--- config.mk ---
export PLATFORM = sky130hd
export DESIGN_NAME = bin16_to_dec4_seq_flat
export DESIGN_NICKNAME = d
export VERILOG_FILES = /design/src/rtl/bin16_to_dec4_seq_if.sv /design/src/rtl/bin16_to_dec4_seq.sv /design/src/flat_wrapper.sv
export SDC_FILE = /design/constraint.sdc
export NUM_CORES = 1
export LEC_CHECK = 0
export CAP_MARGIN = 20
export CORE_MARGIN = 2
export CORE_UTILIZATION = 35
export CTS_BUF_LIST = sky130_fd_sc_hd__clkbuf_4
export CTS_CLUSTER_DIAMETER = 150
export CTS_CLUSTER_SIZE = 14
export DETAILED_ROUTE_END_ITERATION = 10
export PLACE_DENSITY = 0.63
export REMOVE_ABC_BUFFERS = 1
export SETUP_SLACK_MARGIN = 0.1
export SLEW_MARGIN = 0
export SYNTH_ARGS = -nofsm -noshare
export SYNTH_HDL_FRONTEND = slang
export SYNTH_SLANG_ARGS = --single-unit
export TNS_END_PERCENT = 5
--- constraint.sdc ---
create_clock -name clk -period 1.8 [get_ports clk]
set_input_delay 0.27 -clock clk [delete_from_list [all_inputs] [get_ports clk]]
set_output_delay 0.27 -clock clk [all_outputs]
set_load 0.02 [all_outputs]
--- src/rtl/bin16_to_dec4_seq_if.sv ---
// Handshake and data bundle between the period/frequency meter (master)
// and the binary-to-BCD converter (slave).
//
// Handshake: the master raises start together with a valid bin; the slave
// accepts them on the first rising clk edge where it is idle (busy=0).
// start while busy=1 is dropped, not queued.
// done is a one-cycle pulse. While done is high, dec/ovf/blank hold the new
// result, and they stay stable until the next done pulse.
// fsm_state mirrors the converter FSM for checkers: 0=IDLE, 1=SHIFT, 2=DONE.
interface bin16_to_dec4_seq_if #(
  parameter int BIN_W = 16
);
  logic             start;
  logic [BIN_W-1:0] bin;
  logic             busy;
  logic             done;
  logic [15:0]      dec;
  logic             ovf;
  logic [3:0]       blank;
  logic [1:0]       fsm_state;

  modport master (
    output start, bin,
    input  busy, done, dec, ovf, blank, fsm_state
  );

  modport slave (
    input  start, bin,
    output busy, done, dec, ovf, blank, fsm_state
  );
endinterface

--- src/rtl/bin16_to_dec4_seq.sv ---
// Sequential binary-to-BCD converter (shift-add-3, one input bit per clock).
// Values above 9999 are flagged in ovf and the display saturates to 9999.
// Optional macro B2D_BLANK_EN registers a leading-zero blank mask on the
// DONE edge; without it, blank is tied to zero and no extra logic is built.
module bin16_to_dec4_seq #(
  parameter int BIN_W = 16
) (
  input logic                      clk,
  input logic                      rst_n,
  bin16_to_dec4_seq_if.slave       bus
);

  localparam int SR_W = BIN_W + 16;
  localparam logic [BIN_W-1:0] MAX_DEC  = BIN_W'(9999);
  localparam logic [4:0]       LAST_CNT = 5'(BIN_W - 1);

  typedef enum logic [1:0] {
    S_IDLE  = 2'd0,
    S_SHIFT = 2'd1,
    S_DONE  = 2'd2
  } state_t;

  state_t          state;
  state_t          state_nxt;
  logic [SR_W-1:0] sr;
  logic [SR_W-1:0] sr_shifted;
  logic [15:0]     bcd_adj;
  logic [15:0]     bcd_res;
  logic [4:0]      cnt;
  logic            ov_pend;
  logic            load;
  logic            shift_en;
  logic            finish;

  // State register.
  always_ff @(posedge clk or negedge rst_n) begin
    if (!rst_n) state <= S_IDLE;
    else        state <= state_nxt;
  end

  // Next-state logic: IDLE -> SHIFT on start, BIN_W shifts, one DONE cycle.
  always_comb begin
    state_nxt = state;
    case (state)
      S_IDLE:  if (bus.start) state_nxt = S_SHIFT;
      S_SHIFT: if (cnt == LAST_CNT) state_nxt = S_DONE;
      S_DONE:  state_nxt = S_IDLE;
      default: state_nxt = S_IDLE;
    endcase
  end

  // Output/strobe decode from the current state.
  always_comb begin
    load      = (state == S_IDLE) && bus.start;
    shift_en  = (state == S_SHIFT);
    finish    = (state == S_DONE);
    bus.busy  = (state != S_IDLE);
  end

  assign bus.fsm_state = state;

  // Add 3 to every BCD nibble >= 5, then shift the whole register left.
  always_comb begin
    bcd_adj = sr[SR_W-1 -: 16];
    for (int i = 0; i < 4; i++) begin
      if (bcd_adj[i*4 +: 4] >= 4'd5) bcd_adj[i*4 +: 4] = bcd_adj[i*4 +: 4] + 4'd3;
    end
    sr_shifted = {bcd_adj[14:0], sr[BIN_W-1:0], 1'b0};
  end

  assign bcd_res = sr[SR_W-1 -: 16];

  // Shift register, bit counter and pending-overflow flag.
  always_ff @(posedge clk or negedge rst_n) begin
    if (!rst_n) begin
      sr      <= '0;
      cnt     <= '0;
      ov_pend <= 1'b0;
    end else if (load) begin
      sr      <= {16'h0000, bus.bin};
      cnt     <= '0;
      ov_pend <= (bus.bin > MAX_DEC);
    end else if (shift_en) begin
      sr      <= sr_shifted;
      cnt     <= cnt + 5'd1;
    end
  end

  // Result registers: updated only on the DONE edge, done pulses once.
  always_ff @(posedge clk or negedge rst_n) begin
    if (!rst_n) begin
      bus.done <= 1'b0;
      bus.dec  <= 16'h0000;
      bus.ovf  <= 1'b0;
    end else begin
      bus.done <= finish;
      if (finish) begin
        bus.dec <= ov_pend ? 16'h9999 : bcd_res;
        bus.ovf <= ov_pend;
      end
    end
  end

`ifdef B2D_BLANK_EN
  logic [3:0] blank_r;

  // Leading-zero mask; units never blanked, saturated results never blanked.
  always_ff @(posedge clk or negedge rst_n) begin
    if (!rst_n) begin
      blank_r <= 4'b0000;
    end else if (finish) begin
      if (ov_pend) begin
        blank_r <= 4'b0000;
      end else begin
        blank_r[3] <= (bcd_res[15:12] == 4'd0);
        blank_r[2] <= (bcd_res[15:12] == 4'd0) && (bcd_res[11:8] == 4'd0);
        blank_r[1] <= (bcd_res[15:12] == 4'd0) && (bcd_res[11:8] == 4'd0) &&
                      (bcd_res[7:4] == 4'd0);
        blank_r[0] <= 1'b0;
      end
    end
  end

  assign bus.blank = blank_r;
`else
  assign bus.blank = 4'b0000;
`endif

endmodule

--- src/flat_wrapper.sv ---
// flat-port wrapper written by rule: the top's interface ports become plain ports
module bin16_to_dec4_seq_flat 
#(
  parameter int BIN_W = 16
)
  (clk, rst_n, bus_start, bus_bin, bus_busy, bus_done, bus_dec, bus_ovf, bus_blank, bus_fsm_state);
  bin16_to_dec4_seq_if #(.BIN_W(BIN_W)) bus_i ();
  input logic clk;
  input logic rst_n;
  input wire logic [$bits(bus_i.start)-1:0] bus_start;
  input wire logic [$bits(bus_i.bin)-1:0] bus_bin;
  output wire logic [$bits(bus_i.busy)-1:0] bus_busy;
  output wire logic [$bits(bus_i.done)-1:0] bus_done;
  output wire logic [$bits(bus_i.dec)-1:0] bus_dec;
  output wire logic [$bits(bus_i.ovf)-1:0] bus_ovf;
  output wire logic [$bits(bus_i.blank)-1:0] bus_blank;
  output wire logic [$bits(bus_i.fsm_state)-1:0] bus_fsm_state;
  assign bus_i.start = bus_start;
  assign bus_i.bin = bus_bin;
  assign bus_busy = bus_i.busy;
  assign bus_done = bus_i.done;
  assign bus_dec = bus_i.dec;
  assign bus_ovf = bus_i.ovf;
  assign bus_blank = bus_i.blank;
  assign bus_fsm_state = bus_i.fsm_state;
  bin16_to_dec4_seq #(.BIN_W(BIN_W)) u_core (.clk(clk), .rst_n(rst_n), .bus(bus_i));
endmodule
==> results.json, run 1 <==
{
  "drc": 0,
  "grt_pass1_wl_mm": 10.33,
  "wirelength_mm": 5.891,
  "fmax_ghz": 0.6072,
  "fp.dieArea_um2": 8724,
  "fin_crit_sh": 0.9150,
  "hold_slack_ps": 372.8,
  "grt-ovfl-total": 0,
  "clk_pin_slew_worst_paths_ps": 110,
  "status": "completed",
  "grt_pass1_vias": 2191,
  "cts_buffer_depth": 2,
  "netlist_area_um2": 2798,
  "synth-seq-cells": 58,
  "vias_per_cell": 5.062,
  "yosysSeqAreaShare": 0.5188,
  "drive_above_1_share": 0.1138,
  "synth_cell_types": 39,
  "clock-root-buffer": "clkbuf_4",
  "place_hpwl_mm": 3.969,
  "final-hold-violation-count": 0,
  "cts_sinks": 58,
  "io_pins": 44,
  "critical_path_class": "reg -> out",
  "min_period_ps": 1647,
  "die_height_um": 93.41,
  "portBuffers": 39,
  "cap_violations": 0,
  "p_leak_uw": 0.001579,
  "dr.pass1.iters": 4,
  "slowest_delay_ps": 450,
  "worst_ir_drop_vdd_mv": 0.5584,
  "path_cells": "or2_2, clkdlybuf4s15_2",
  "gp_congestion": 0.8109,
  "initial_core_util": 0.3620,
  "yosys-top-cells-area": "dfrtp_1 52%, nand2_1 5.5%, ha_1 4.5%",
  "first_iter_violations": 108,
  "cp_top_family": "flip-flops",
  "yosys_warnings": 0,
  "syn_avg_cell_area_um2": 10.03,
  "clk_latency_ps": 400,
  "power.density_nw_per_um2": 1518,
  "multiInputGateArea_um2": 1175,
  "cp.required_ps": 1530,
  "grt_max_degree": 59,
  "p_total_uw": 5347,
  "skew_ps": 12.04,
  "diodes": 0,
  "wire_per_inst_um": 13.51,
  "cts_tree": "yes",
  "area_growth_pct": 25.94,
  "antenna_found_initial": 0,
  "yosysTopAreaCellShare": 0.5188,
  "worstMarginPinSlew_ps": 501.5,
  "maxSlewHeadroom": 0.6657,
  "ant_nets": 0,
  "setup_tns_ps": 0,
  "dp_slack_ps": 213.0,
  "r2r_start": "u_core.bus.fsm_state[1]$_DFFE_PN0P_",
  "crit_path_start": "u_core.bus.fsm_state[1]$_DFFE_PN0P_",
  "rows": 32,
  "grtUsageTotal": 0.1500,
  "fill_cells": 742,
  "synth_top_cell_by_area": "dfrtp_1",
  "synth_cells": 279,
  "cp-start-kind": "register",
  "place_area_um2": 3352,
  "register_area_um2": 1453,
  "numCtsBuffers": 9,
  "core_um2": 7727,
  "final_area_um2": 3523,
  "worstPathMaxFanout": 6,
  "worstHoldPathType": "in -> async",
  "final_max_slew_viol_count": 0,
  "die_w_um": 93.41,
  "cp.arrival_ps": 1380,
  "dr_total_vias": 2207,
  "htree_levels": 3,
  "setup_viol": 0,
  "slowest_stage": "dfrtp_2",
  "layout.nets": 358,
  "crit_path_end_kind": "primary output",
  "setup_ws_ps": 153.0,
  "rsz0062_at_grt": "true",
  "path_buf_inv": 1
}
what timing repair did:
action / CTS / global route
gates cloned: 0 / 0
hold buffers: 1 / 0
hold endpoints to repair: 58 / 0
resized for setup: 6 / 1
setup endpoints to repair: 3 / 7
buffers inserted: 0 / 1
routing by layer:
| layer | part of all wire | wire [um] | GRT usage | vias up |
|---|---|---|---|---|
| li1 | - | - | - | 1095 |
| met1 | 0.49 | 2873 | 0.2012 | 1057 |
| met2 | 0.45 | 2662 | 0.2320 | 49 |
| met3 | 0.048 | 280 | 0.03787 | 6 |
| met4 | 0.013 | 76 | 0.06005 | 0 |
| met5 | 0 | 0 | 0 | - |
Yosys cell counts:
master and n:
nand4_1 1, buf_2 8, o31ai_1 12, nor2_1 10
ha_1 10, and3_1 1, o2111ai_1 8, buf_4 7
mux2_2 1, o211ai_1 4, o21bai_1 1, or2_2 1
clkbuf_1 6, nor3b_1 2, nand2_1 41, o21a_1 4
nor2b_1 5, xnor2_1 3, o22ai_1 1, a22o_1 3
inv_1 18, and2_1 1, and2b_1 1, dfrtp_1 58
a32o_1 4, nand3_1 2, mux2_1 1, o22a_1 1
o32ai_1 3, o21ai_1 19, conb_1 1, o21ai_0 11
a22oi_1 15, a21oi_1 1, o221ai_1 4, nor4_1 2
o21ba_2 1, a21o_1 1, nand2b_1 6
power breakdown:
group	internal, uW	total (uW)	switching [uW]
combinational	1040	2260	1210
sequential	1710	2040	336
clock	549	1050	500
total	3300	5350	2050
worst paths after layout:
kind	to	slack [ps]	cells after the start
setup reg to reg	u_core.bus.dec[14]$_DFFE_PN0P_	280	6
hold reg to reg	u_core.bus.dec[9]$_DFFE_PN0P_	480	2
min in group clk	u_core.sr[0]$_DFFE_PN0P_	470	2
setup / recovery	bus_busy	150	2
max in group asynchronous	u_core.bus.fsm_state[1]$_DFFE_PN0P_	1120	3
hold / removal	u_core.sr[0]$_DFFE_PN0P_	370	3
state kept, by name (all words and copies together) (netlist names):
register	flops
u_core.sr	32
u_core.bus.dec	16
u_core.cnt	5
u_core.bus.fsm_state	2
u_core.bus.done	1
u_core.bus.ovf	1
u_core.ov_pend	1
layout make-up:
type	instances	share of cell area
multi-input combinational	185	0.3335
sequential	58	0.4123
tap	102	0.03622
clock buffer	9	0.01918
timing repair buffer	57	0.1559
clock inverter	7	0.02379
inverter	18	0.01918
stage by stage:
step	util	std cells
finish	0.4560	436
global placement	0.4338	418
floorplan	-	261
global route	0.4560	436
detailed placement	0.4338	418
CTS	0.4547	435
layout by cell type, fill, tap and decap left out, types with 2 or more instances in the layout:
master           Yosys  layout
o211ai_1             4       4
dlygate4sd2_1        0       2
nor2_1              10      10
bufinv_16            0       2
nand2_1             41      41
nor2b_1              5       5
clkinv_2             0       4
o32ai_1              3       3
clkbuf_4             0       9
o21a_1               4       4
nor3b_1              2       2
a32o_1               4       4
o21ai_1             19      19
nor4_1               2       2
buf_12               0       2
ha_1                10      10
buf_4                7      15
a22o_1               3       3
o221ai_1             4       4
conb_1               1       4
a22oi_1             15      15
clkdlybuf4s50_1      0      34
o21ai_0             11      11
dfrtp_1             58      57
xnor2_1              3       3
inv_1               18      18
nand3_1              2       2
o31ai_1             12      12
nand2b_1             6       6
o2111ai_1            8       8
tightest hold or removal path, cell delays in order:
cell,delay [ps]
dlygate4sd3_1,520
buf_2,120
buf_12,260
cells by family (layout without fill, tap and decap cells):
kind of cell    after synthesis  in the layout  share of synthesized area
buf+inv                      39             91                    0.06529
other cells                   1              4                   0.001340
compound gates               93             93                     0.2344
xor+xnor                      3              3                   0.009393
flops                        58             58                     0.5188
mux                           2              2                   0.008050
simple gates                 73             73                     0.1181
fa+ha+maj                    10             10                    0.04472
(Power assumes the default switching activity.)
==> inputs of run 2 (changes only) <==
==> constraint.sdc (replaced) <==
create_clock -name clk -period 1.65 [get_ports clk]
set_input_delay 0.2475 -clock clk [delete_from_list [all_inputs] [get_ports clk]]
set_output_delay 0.2475 -clock clk [all_outputs]
set_load 0.02 [all_outputs]
==> run 2 against run 1 <==
Against the previous run:
- wire length fell by 1.3%
- final cell count did not move
- final area fell by 0.39%
- clock skew fell by 2.6 ps
- critical path depth did not move
==> results.json, run 2 (synthesis results as in run 1) <==
{
  "wire_per_inst_um": 13.33,
  "rows": 32,
  "fill_cells": 740,
  "path_cells": "or2_2, buf_2",
  "final_common_cell": "dfrtp_1",
  "setup_tns_ps": 0,
  "clk_pin_slew_worst_paths_ps": 100,
  "initial_core_util": 0.3620,
  "p_leak_uw": 0.001650,
  "worstPathMaxFanout": 2,
  "final-hold-violation-count": 0,
  "cp.arrival_ps": 1270,
  "p_sw_frac": 0.3811,
  "cts_buffer_depth": 2,
  "io_pins": 44,
  "largestRegisters": "u_core.sr x32, u_core.bus.dec x16, u_core.cnt x5",
  "wl_met3_um": 309,
  "dr.pass1.iters": 5,
  "cp_top_family": "flip-flops",
  "switchingPower_uw": 2214,
  "slowest_delay_ps": 420,
  "place_hpwl_mm": 3.947,
  "fin_crit_sh": 0.9224,
  "drive_above_1_share": 0.1198,
  "skew_ps": 9.409,
  "portBuffers": 39,
  "grt_max_degree": 59,
  "cp-start-kind": "register",
  "worstHoldPathType": "in -> async",
  "rsz0062_at_grt": "true",
  "slowest_stage": "dfrtp_1",
  "hold_slack_ps": 359.6,
  "core_um2": 7727,
  "r2r-end": "u_core.sr[24]$_DFFE_PN0P_",
  "fp.dieArea_um2": 8724,
  "diodes": 0,
  "drc": 0,
  "clk_latency_ps": 400,
  "cap_violations": 0,
  "status": "completed",
  "cts_sinks": 58,
  "htree_levels": 3,
  "post-cts-setup-buffers": 0,
  "dr_total_vias": 2211,
  "grt_pass1_vias": 2215,
  "critical_path_class": "reg -> out",
  "top_register": "u_core.sr",
  "die_height_um": 93.41,
  "cts_tree": "yes",
  "grt_pass1_wl_mm": 10.22,
  "top_layer_used": "met4",
  "wirelength_mm": 5.812,
  "power_frac_seq": 0.381,
  "combPwrFrac": 0.425,
  "clock-root-buffer": "clkbuf_4",
  "grtUsageTotal": 0.1472,
  "layout.nets": 358,
  "reg2reg_depth": 5,
  "ant_nets": 0,
  "path_buf_inv": 1,
  "wl_met2_mm": 2.678,
  "final_max_slew_viol_count": 0,
  "grt-ovfl-total": 0,
  "area_growth_pct": 25.45,
  "worst_ir_drop_vdd_mv": 0.7793,
  "drt-met1-wl_mm": 2.746,
  "power.density_nw_per_um2": 1655,
  "first_iter_violations": 78,
  "numCtsBuffers": 9,
  "crit_path_end_kind": "primary output",
  "ff2ff_setup_slack_ps": 160,
  "largest_register_ffs": 32,
  "p_clk_frac": 0.194,
  "antenna_found_initial": 0,
  "vias_per_cell": 5.071,
  "mostFrequentLayoutCells": "57 x dfrtp_1, 41 x nand2_1, 19 x o21ai_1, 19 x dlygate4sd2_1, 18 x inv_1",
  "die_w_um": 93.41,
  "r2r_start": "u_core.sr[20]$_DFFE_PN0P_",
  "p_int_uw": 3595,
  "min_period_ps": 1522,
  "fmax_ghz": 0.6571,
  "cp.required_ps": 1400,
  "setup_viol": 0,
  "gp_congestion": 0.7719
}
[run 2: worst max path at each step]
| stage | from | endpoint | slack (ps) | depth (start not counted) |
|---|---|---|---|---|
| after floorplan | u_core.bus.fsm_state[0]$_DFFE_PN0P_ | u_core.bus.ovf$_DFFE_PN0P_ | -380 | 2 |
| after global placement | bus_start | u_core.cnt[2]$_DFFE_PN0P_ | 120 | 4 |
| after detailed placement | bus_start | u_core.cnt[2]$_DFFE_PN0P_ | 90 | 4 |
| after CTS | u_core.bus.fsm_state[0]$_DFFE_PN0P_ | bus_busy | 100 | 2 |
| after global routing | u_core.sr[16]$_DFFE_PN0P_ | u_core.sr[17]$_DFFE_PN0P_ | 50 | 5 |
| final | u_core.bus.fsm_state[0]$_DFFE_PN0P_ | bus_busy | 130 | 2 |
[run 2: worst reg2reg max path, cell delays in order, from the launching register on]
cell and delay [ps]:
dfrtp_1 420, inv_1 110, ha_1 240, nor2b_1 160, o21a_1 210, o32ai_1 250
[run 2: metrics by stage]
stage                     setup WS, ps  instance area [um^2]  total power [uW]  cells  utilization
after floorplan                 -380.4                  2694              3836    261            -
after global placement           120.0                  3372              4689    419       0.4364
after detailed placement         88.71                  3372              4761    419       0.4364
after CTS                        95.77                  3506              5872    436       0.4537
after global routing             46.22                  3510              6290    436       0.4542
final                            128.1                  3510              5809    436       0.4542
[run 2: area by class of cell]
type                       instances  area [um^2]  area share
multi-input combinational        185         1177      0.3355
sequential                        58         1453      0.4139
clock inverter                     7        83.83     0.02389
inverter                          18        67.56     0.01925
timing repair buffer              57        533.0      0.1519
tap                              102        127.6     0.03636
clock buffer                       9        67.56     0.01925
[run 2: timing repair]
item                                   in CTS  in global routing
pin swaps                                   0                  0
endpoints found under the hold margin      58                  0
gates resized for setup                    26                  2
hold buffers                                1                  0
cloned                                      0                  0
setup endpoints to repair                  21                 12
[run 2: power groups by stage]
| stage | clock [uW] | combinational (uW) | sequential, uW |
|---|---|---|---|
| 6_report | 1130 | 2470 | 2210 |
| 5_1_grt | 1220 | 2800 | 2280 |
| 4_1_cts | 1160 | 2500 | 2210 |
| 3_5_place_dp | 0 | 2530 | 2240 |
| 3_3_place_gp | 0 | 2460 | 2230 |
| 2_1_floorplan | 0 | 1550 | 2280 |
[run 2: metal layers]
layer,up-vias,global-route usage
met1,1064,0.1872
met2,45,0.2284
met5,-,0
met4,0,0.05760
met3,9,0.05318
li1,1093,-
